### config.mk
export PLATFORM = sky130hd
export DESIGN_NAME = ex_seq_ctrl
export DESIGN_NICKNAME = d
export VERILOG_FILES = /design/src/rtl/ex_seq_ctrl.sv
export SDC_FILE = /design/constraint.sdc
export NUM_CORES = 1
export LEC_CHECK = 0
export BUFFER_PORTS_ARGS = -buffer_cell sky130_fd_sc_hd__buf_2
export CORE_AREA = 4 4 41 43
export CTS_CLUSTER_DIAMETER = 30
export DETAILED_ROUTE_END_ITERATION = 8
export DIE_AREA = 0 0 45 47
export GPL_ROUTABILITY_DRIVEN = 0
export PLACE_DENSITY = 0.76
export SYNTH_ARGS = -nofsm -noshare
export SYNTH_HDL_FRONTEND = slang
export SYNTH_SLANG_ARGS = --single-unit
export TNS_END_PERCENT = 30
### constraint.sdc
create_clock -name clk -period 3 [get_ports clk]
set_input_delay 0.6 -clock clk [delete_from_list [all_inputs] [get_ports clk]]
set_output_delay 0.6 -clock clk [all_outputs]
set_load 0.01 [all_outputs]
### src/rtl/ex_seq_ctrl.sv
// Sequencer and stall controller for multi-cycle EX-stage operations.
// Steps a radix-2 divider and a two-phase multiply-accumulate, and merges stall requests.
module ex_seq_ctrl #(
    parameter int DIV_CYCLES = 32,
    parameter int CNT_W      = 6
) (
    input  logic             clk,
    input  logic             rst,
    input  logic             flush,
    input  logic             stallreq_id,
    input  logic             div_req,
    input  logic             div_by_zero,
    input  logic             mac_req,
    output logic [5:0]       stall_o,
    output logic             stallreq_ex_o,
    output logic             div_load_o,
    output logic             div_step_o,
    output logic [CNT_W-1:0] div_cnt_o,
    output logic             div_done_o,
    output logic             div_zero_o,
    output logic             mac_phase_o,
    output logic             mac_done_o,
    output logic             busy_o
);

    typedef enum logic [1:0] {IDLE, DIV_RUN, DIV_END, MAC_P2} state_t;

    localparam logic [CNT_W-1:0] LAST = CNT_W'(DIV_CYCLES - 1);

    state_t           state, state_nxt;
    logic [CNT_W-1:0] cnt, cnt_nxt;
    logic             zero_q, zero_nxt;

    always_ff @(posedge clk) begin
        if (rst) begin
            state  <= IDLE;
            cnt    <= '0;
            zero_q <= 1'b0;
        end else begin
            state  <= state_nxt;
            cnt    <= cnt_nxt;
            zero_q <= zero_nxt;
        end
    end

    // The counter only survives while staying in DIV_RUN, so it is 0 everywhere else.
    always_comb begin
        state_nxt = state;
        cnt_nxt   = '0;
        zero_nxt  = 1'b0;
        case (state)
            IDLE: begin
                if (!flush) begin
                    if (div_req) begin
                        if (div_by_zero) begin
                            state_nxt = DIV_END;
                            zero_nxt  = 1'b1;
                        end else begin
                            state_nxt = DIV_RUN;
                        end
                    end else if (mac_req) begin
                        state_nxt = MAC_P2;
                    end
                end
            end
            DIV_RUN: begin
                if (flush)            state_nxt = IDLE;
                else if (cnt == LAST) state_nxt = DIV_END;
                else                  cnt_nxt   = cnt + 1'b1;
            end
            DIV_END: state_nxt = IDLE;
            MAC_P2:  state_nxt = IDLE;
            default: state_nxt = IDLE;
        endcase
    end

    // Reset is treated like flush for the request-driven outputs so nothing leaks during rst.
    assign div_load_o    = !rst && !flush && (state == IDLE) && div_req && !div_by_zero;
    assign stallreq_ex_o = !rst && (((state == IDLE) && (div_req || mac_req) && !flush)
                                    || (state == DIV_RUN));

    assign div_step_o  = (state == DIV_RUN);
    assign div_cnt_o   = cnt;
    assign div_done_o  = (state == DIV_END);
    assign div_zero_o  = (state == DIV_END) && zero_q;
    assign mac_phase_o = (state == MAC_P2);
    assign mac_done_o  = (state == MAC_P2);
    assign busy_o      = (state != IDLE);

    always_comb begin
        stall_o = 6'b000000;
        if (rst || flush)       stall_o = 6'b000000;
        else if (stallreq_ex_o) stall_o = 6'b001111;
        else if (stallreq_id)   stall_o = 6'b000111;
    end

endmodule
# Word level (Yosys, flattened, before mapping)
# Cells that the tools add are included.
[word_totals]
register_bits = 9
inputBits = 7
out_inout_bits = 20
wordCells = 45
[classes]
addsub = 1
eq_ne = 7
n_mux = 11
bitwise_logic = 3
reduce_logical = 20
[ops]
columns = ["cell", "n"]
rows = [
  ["2-to-1 mux 2 bit", 6],
  ["logical AND 1 bit", 8],
  ["2-to-1 mux 4 bit", 2],
  ["OR reduction 4 bit", 2],
  ["adder 6 x 1 -> 6 bit, second input constant", 1],
  ["equality test 6 x 5 -> 1 bit, second input constant", 1],
  ["case mux 2 bit (3 select lines)", 1],
  ["equality test 2 bit, second input constant", 2],
  ["zero test 1 bit", 3],
  ["logical OR 1 bit", 3],
  ["2-to-1 mux 3 bit", 1],
  ["!= test 3 x 2 -> 1 bit, second input constant", 1],
  ["!= test 3 bit, second input constant", 1],
  ["NOT 1 bit", 3],
  ["AND reduction 3 bit", 1],
  ["equality test 2 x 1 -> 1 bit, second input constant", 1],
  ["zero test 2 bit", 1],
  ["!= test 2 bit, second input constant", 1],
  ["nonzero test 2 bit", 1],
  ["OR reduction 2 bit", 1],
  ["2-to-1 mux 1 bit", 1],
]

# Depth between registers and ports, before layout
# Gate-level depths: netlist of the first run.
[depth]
ltp_word = 7
mapped_depth = 4
ltp_nobuf = 4

# Worst setup path after synthesis of the first run
# OpenSTA, ideal clock, no wires.
[synth_path]
path_kind = "input port to output port"
start = "input port div_req"
end = "output port stall_o[1]"
arrival_ns = 1.225
required_ns = 2.400
slack_ns = 1.175
stages = 4
n_path_buf = 1
path_cell_list = "nor3_1 > nor2_1 > o21a_1 > buf_4"
[synth_between]
elab_chain_cells = 7
[synth_rtl]
columns = ["item", "line_no", "source"]
rows = [
  ["start, declared", "11", "input logic div_req,"],
  ["logical OR 1 bit", "79", "assign stallreq_ex_o = !rst && (((state == IDLE) && (div_req || mac_req) && !flush)"],
  ["logical AND 1 bit (2 in series)", "79", ""],
  ["logical OR 1 bit", "80", "|| (state == DIV_RUN));"],
  ["logical AND 1 bit", "79", ""],
  ["2-to-1 mux 4 bit", "93", "else if (stallreq_ex_o) stall_o = 6'b001111;"],
  ["2-to-1 mux 4 bit", "92", "if (rst || flush) stall_o = 6'b000000;"],
  ["end, declared", "14", "output logic [5:0] stall_o,"],
]
# Every way passes these cells.

# Worst setup path in the final report of the first run
[layout_path]
start = "input port div_req"
end = "output port stall_o[2]"
# The elaborated chain is that of the path after synthesis.

==> results.cfg, run 1 <==
[final_layout]
finish.instance_area_sq_um = 627
final_nets = 92
synthToLayoutAreaGrowth_pct = 26.5
drive_gt1_share_pct = 39.8
fin_util_pct = 48.2
multi_input_area_sq_um = 274
final_cell_mix = 24 x buf_2, 11 x nor2_1, 9 x dfxtp_1
diodes = 0
layout_commonest_cell = buf_2
fill_cells = 147
seqCellArea_sq_um = 180

[timing]
setup_viol = 0
hold_viol = 0
rsz0062_at_grt = false
min_period_over_period_pct = 65.6
slew_viol_final = 0
clock.fmax_ghz = 0.508
min_period_ns = 1.97
skew_ns = 0.00266
fin_setup_tns_ns = 0

[global_route]
grt_start_max_net_pins = 10
antenna_found_initial = 0
first_global_vias = 416
grt_usage_pct = 10.7
grt-ovfl-total = 0
grt_pass1_wl_um = 1650

[die]
ioPinCount = 27
initial_utilization_pct = 38.1
row_count = 13
fp.dieArea_sq_um = 2120
coreArea_sq_um = 1300
die_y_um = 47
die_x_um = 45

[setup_path]
crit_chain = buf_2 > nor3_1 > nor2_1 > o21a_1 > buf_2
cp_slowest_cell = nor3_1
critPathRequiredTime_ns = 2.40
crit_buf_inv = 2
endpoint_kind = output port
cp_data_arrival_time_ns = 1.37
crit_type = in -> out
r2r_slack_ns = 1.66
crit_path_max_fanout = 5
cpMostUsedCell = buf_2
critPathLaunchType = primary input
cp_slowest_stage_delay_ns = 0.25
critPathTopFamily = simple AND/OR/NAND/NOR gates

[detailed_routing]
dr.pass1.iters = 4
finalWirelength_um = 996
drt_iter0_drc = 5
drc_errors = 0
vias = 456
routedWlPerCell_um = 10.2
vias_per_cell = 4.65
drtAntennaViolNets = 0

[clock_tree]
h-tree-depth = 1
cts_resized = 0
postCtsSetupBuffers = 0
cts_tree = built
numCtsBuffers = 3
clk_latency_ns = 0.26
cts-root-buf = clkbuf_4
cts.clk_slew.worst_paths_ns = 0.06
clk_path_buf_depth = 2
clkSinkCount = 9
ctsHoldBuffers = 0

[synthesis]
synth_edf_count = 0
ys_types = 27
ys_seq_elements = 9
yosysTopAreaCellShare_pct = 36.4
ys_seq_area_share_pct = 36.4
synth_area_leaders = dfxtp_1 36%, nor2_1 8.3%, buf_4 7.6%
yosysWarnings = 0
ys.flop_type = dfxtp_1
syn_inst = 59
netlist_area_sq_um = 495
synth.largest_area_cell = dfxtp_1
synthArstFlopShare_pct = 0
avgSynthCellArea_sq_um = 8.40

[placed_design]
dp_hpwl_um = 808
port_buffers = 24
placed_cell_area_sq_um = 601

[pwr]
p_total_mw = 0.257
leakage_nw = 0.304
p_per_area_nw_per_um2 = 410
max-vdd-ir-drop_v = 0.000319

[job]
max_cap_viol_count = 0

[hold_path]
hold_path.class = reg -> reg

[run_status]
outcome = finished clean
## routing by layer
metal / vias to the layer above / global-route usage (%) / routed length (um) / part of all wire, %
met5: - / 0 / 0 / 0
met4: 0 / 1.75 / 0 / 0
met3: 0 / 6.13 / 119 / 12
met2: 19 / 17.8 / 430 / 43
met1: 197 / 12.2 / 446 / 45
li1: 240 / - / - / -
## worst paths after layout
check / start / endpoint / depth (start not counted)
max: div_req / stall_o[2] / 5
max reg2reg: div_cnt_o[0] / state[0] / 4
min reg2reg: div_cnt_o[0] / div_cnt_o[0] / 1
min: div_cnt_o[0] / div_cnt_o[0] / 1
## synth_stat cells, types with 2 or more instances
master   number
xor2_1        2
nand3_1       2
nand2_1       3
o21ai_0       2
o21a_1        2
nor2b_1       2
and2_1        2
dfxtp_1       9
buf_4         5
nor2_1       11
inv_1         2
nor3_1        2
## worst reg2reg max path, stage by stage, from the launching register on
cell and delay, ns:
dfxtp_1 0.37, ha_1 0.23, nand4_1 0.17, o211ai_2 0.32
o21ai_0 0.13
## flip-flops by register name (all words and copies together), names as in the netlist
register / cells
zero_q: 1
state: 2
div_cnt_o: 6
## kinds of logic (layout without fill, tap and decap cells)
family                   count (synthesis)  in the layout  synth area share (%)
AND/OR/NAND/NOR                         30             30                  33.3
flip-flops                               9              9                  36.4
AO/OA/AOI/OAI                            8              8                  12.6
buffers and inverters                    7             30                  9.09
XOR/XNOR                                 3              3                  5.30
adder cells (fa/ha/maj)                  1              1                  2.52
other                                    1              2                 0.757
## where the power goes
group	internal, mW	total [mW]	switching, mW
Combinational	0.0185	0.0395	0.0210
Clock	0.0511	0.0916	0.0405
Sequential	0.122	0.126	0.00372
## stage by stage
stage	hold slack [ns]	setup WS, ns	std cells
finish	0.464	1.03	98
floorplan	0.469	1.17	60
CTS	0.469	1.03	98
global placement	0.445	1.05	94
global route	0.505	0.958	98
detailed placement	0.449	1.03	94
## layout make-up
cell class / count / area share, %
multi-input cells: 44 / 43.7
flip-flops and latches: 9 / 28.7
repair buffers: 24 / 19.2
clock buffers: 4 / 4.19
well taps: 15 / 2.99
inverters: 2 / 1.20
Power figures use the tool's default switching activity.
==> inputs of run 2 (changes only) <==
--- a/config.mk
+++ b/config.mk
@@ -5,13 +5,14 @@
 export SDC_FILE = /design/constraint.sdc
 export NUM_CORES = 1
 export LEC_CHECK = 0
+export ABC_AREA = 1
 export BUFFER_PORTS_ARGS = -buffer_cell sky130_fd_sc_hd__buf_2
 export CORE_AREA = 4 4 41 43
 export CTS_CLUSTER_DIAMETER = 30
 export DETAILED_ROUTE_END_ITERATION = 8
 export DIE_AREA = 0 0 45 47
 export GPL_ROUTABILITY_DRIVEN = 0
-export PLACE_DENSITY = 0.76
+export PLACE_DENSITY = 0.77
 export SYNTH_ARGS = -nofsm -noshare
 export SYNTH_HDL_FRONTEND = slang
 export SYNTH_SLANG_ARGS = --single-unit
==> constraint.sdc (replaced) <==
create_clock -name clk -period 2 [get_ports clk]
set_input_delay 0.4 -clock clk [delete_from_list [all_inputs] [get_ports clk]]
set_output_delay 0.4 -clock clk [all_outputs]
set_load 0.01 [all_outputs]
==> run 2 against run 1 <==
Effect of this change: core utilization grew 1.1 points; first-iteration DRC count up 40%; sequential share of layout area is 0.62 points lower; design area up 2.2%; register-to-register slack got worse by 0.90 ns; area after synthesis grew 2.8%; global-route usage shrank 0.25 points; largest power group unchanged; highest routed layer unchanged.
==> results.cfg, run 2 <==
[run_status]
outcome = finished clean

[global_route]
antenna_found_initial = 0
grt-ovfl-total = 0
grt_start_max_net_pins = 7
first_global_vias = 436
grt_usage_pct = 10.5
grt_pass1_wl_um = 1600

[setup_path]
cpMostUsedCell = nor2_1
critPathRequiredTime_ns = 1.60
cp_slowest_stage_delay_ns = 0.33
cp_slowest_cell = dfxtp_1
crit_path_max_fanout = 5
critPathTopFamily = simple AND/OR/NAND/NOR gates
crit_cells = 6
crit_buf_inv = 1
crit_chain = nor2_2 > nand2_2 > o21ai_2 > nor2_1 > nor2_1 > buf_2
critPathLaunchType = flop
endpoint_kind = output port
rr_worst_depth = 8
cp_data_arrival_time_ns = 1.39
crit_type = reg -> out

[detailed_routing]
drt_iter0_drc = 7
vias_per_cell = 4.26
drtAntennaViolNets = 0
dr.pass1.iters = 4
routedWlPerCell_um = 8.78
finalWirelength_um = 1010
drc_errors = 0
vias = 490

[synthesis]
synth_most_common_cell = nor2_1
yosysTopAreaCellShare_pct = 35.4
yosysWarnings = 0
synthArstFlopShare_pct = 0
ys_seq_area_share_pct = 35.4
synth_common_cells = 19 x nor2_1, 13 x inv_1, 13 x nand2_1, 9 x dfxtp_1, 5 x buf_4
netlist_area_sq_um = 509
syn_inst = 76
synth_edf_count = 0
ys_seq_elements = 9
ys.flop_type = dfxtp_1
ys_types = 19
avgSynthCellArea_sq_um = 6.70
synth_area_leaders = dfxtp_1 35%, nor2_1 14%, inv_1 9.6%
synth.largest_area_cell = dfxtp_1

[final_layout]
fill_cells = 137
drive_gt1_share_pct = 33.0
diodes = 0
final_cell_mix = 24 x buf_2, 19 x nor2_1, 13 x inv_1, 13 x nand2_1, 9 x dfxtp_1
layout_commonest_cell = buf_2
fin_util_pct = 49.2
largest_reg_flops = 6
synthToLayoutAreaGrowth_pct = 25.8
final_nets = 109

[die]
coreArea_sq_um = 1300
ioPinCount = 27
fp.dieArea_sq_um = 2120
die_x_um = 45
die_y_um = 47
row_count = 13
initial_utilization_pct = 39.1

[clock_tree]
clk_latency_ns = 0.26
ctsHoldBuffers = 0
postCtsSetupBuffers = 0
cts.clk_slew.worst_paths_ns = 0.05
clk_path_buf_depth = 2
cts_resized = 0
cts_tree = built
clkSinkCount = 9
cts-root-buf = clkbuf_4
h-tree-depth = 1
numCtsBuffers = 3

[placed_design]
port_buffers = 24
pre_cts_ws_ns = 0.338
dp_hpwl_um = 856

[timing]
slew_viol_final = 0
setup_ws_ns = 0.215
skew_ns = 0.0101
min_period_ns = 1.79
hold_viol = 0
setup_viol = 0
rsz0062_at_grt = false
fin_setup_tns_ns = 0
clock.fmax_ghz = 0.560
min_period_over_period_pct = 89.3

[pwr]
p_per_area_nw_per_um2 = 680
p_total_mw = 0.436
clkPwrFrac_pct = 31.7
max-vdd-ir-drop_v = 0.000296
leakage_nw = 0.364
pwr-share-seq_pct = 44.5
netSwitchingFraction_pct = 30.6
combinationalPowerShare_pct = 23.8
internal_power_mw = 0.302
p_sw_mw = 0.134

[hold_path]
whs_path_depth = 3
hold_path.class = in -> reg

[job]
max_cap_viol_count = 0
run 2: power by group through the flow:
stage                     clock, mW  combinational [mW]  sequential [mW]
after floorplan                   0              0.0742            0.197
after global placement            0               0.102            0.198
after detailed placement          0               0.104            0.198
after CTS                     0.143               0.104            0.194
after global routing          0.153               0.118            0.195
final                         0.138               0.104            0.194
run 2: stage by stage:
stage / instance area (sq um) / hold slack, ns / instances
detailed placement: 614 / 0.456 / 111
floorplan: 513 / 0.469 / 77
finish: 641 / 0.422 / 115
CTS: 641 / 0.414 / 115
global route: 641 / 0.419 / 115
global placement: 614 / 0.443 / 111
run 2: worst register-to-register path, delay by kind of cell (launching register included):
kind	cells	cell delay (ns)
and+or+nand+nor	5	0.47
DFF	1	0.37
adders and majority gates	1	0.19
AOI/OAI and AO/OA	1	0.07
buffers and inverters	1	0.03
run 2: area by class of cell:
type | count | area (sq um) | area share [%]
tap | 15 | 18.8 | 2.93
sequential | 9 | 180 | 28.1
inverter | 13 | 48.8 | 7.62
timing repair buffer | 24 | 120 | 18.7
multi-input combinational | 50 | 246 | 38.5
clock buffer | 4 | 26.3 | 4.10
run 2: path summary, 6_finish.rpt:
check	from	slack, ns	endpoint
hold / removal	div_req	0.42	zero_q
setup / recovery	state[1]	0.21	stall_o[0]
setup reg to reg	div_cnt_o[0]	0.76	state[0]
hold reg to reg	div_cnt_o[0]	0.47	div_cnt_o[0]
run 2: metal layers:
layer	vias up	wire, um	track usage (%)
met5	-	0	0
met4	0	0	8.77
met3	0	70	2.68
met2	15	490	16.4
met1	209	449	11.9
li1	266	-	-
run 2: cell families after synthesis:
| group | count (synthesis) | synth area share (%) |
|---|---|---|
| AND/OR/NAND/NOR | 41 | 35.6 |
| buffers and inverters | 18 | 17.0 |
| flip-flops | 9 | 35.4 |
| AO/OA/AOI/OAI | 3 | 3.68 |
| XOR/XNOR | 3 | 5.16 |
| adder cells (fa/ha/maj) | 1 | 2.46 |
| other | 1 | 0.736 |
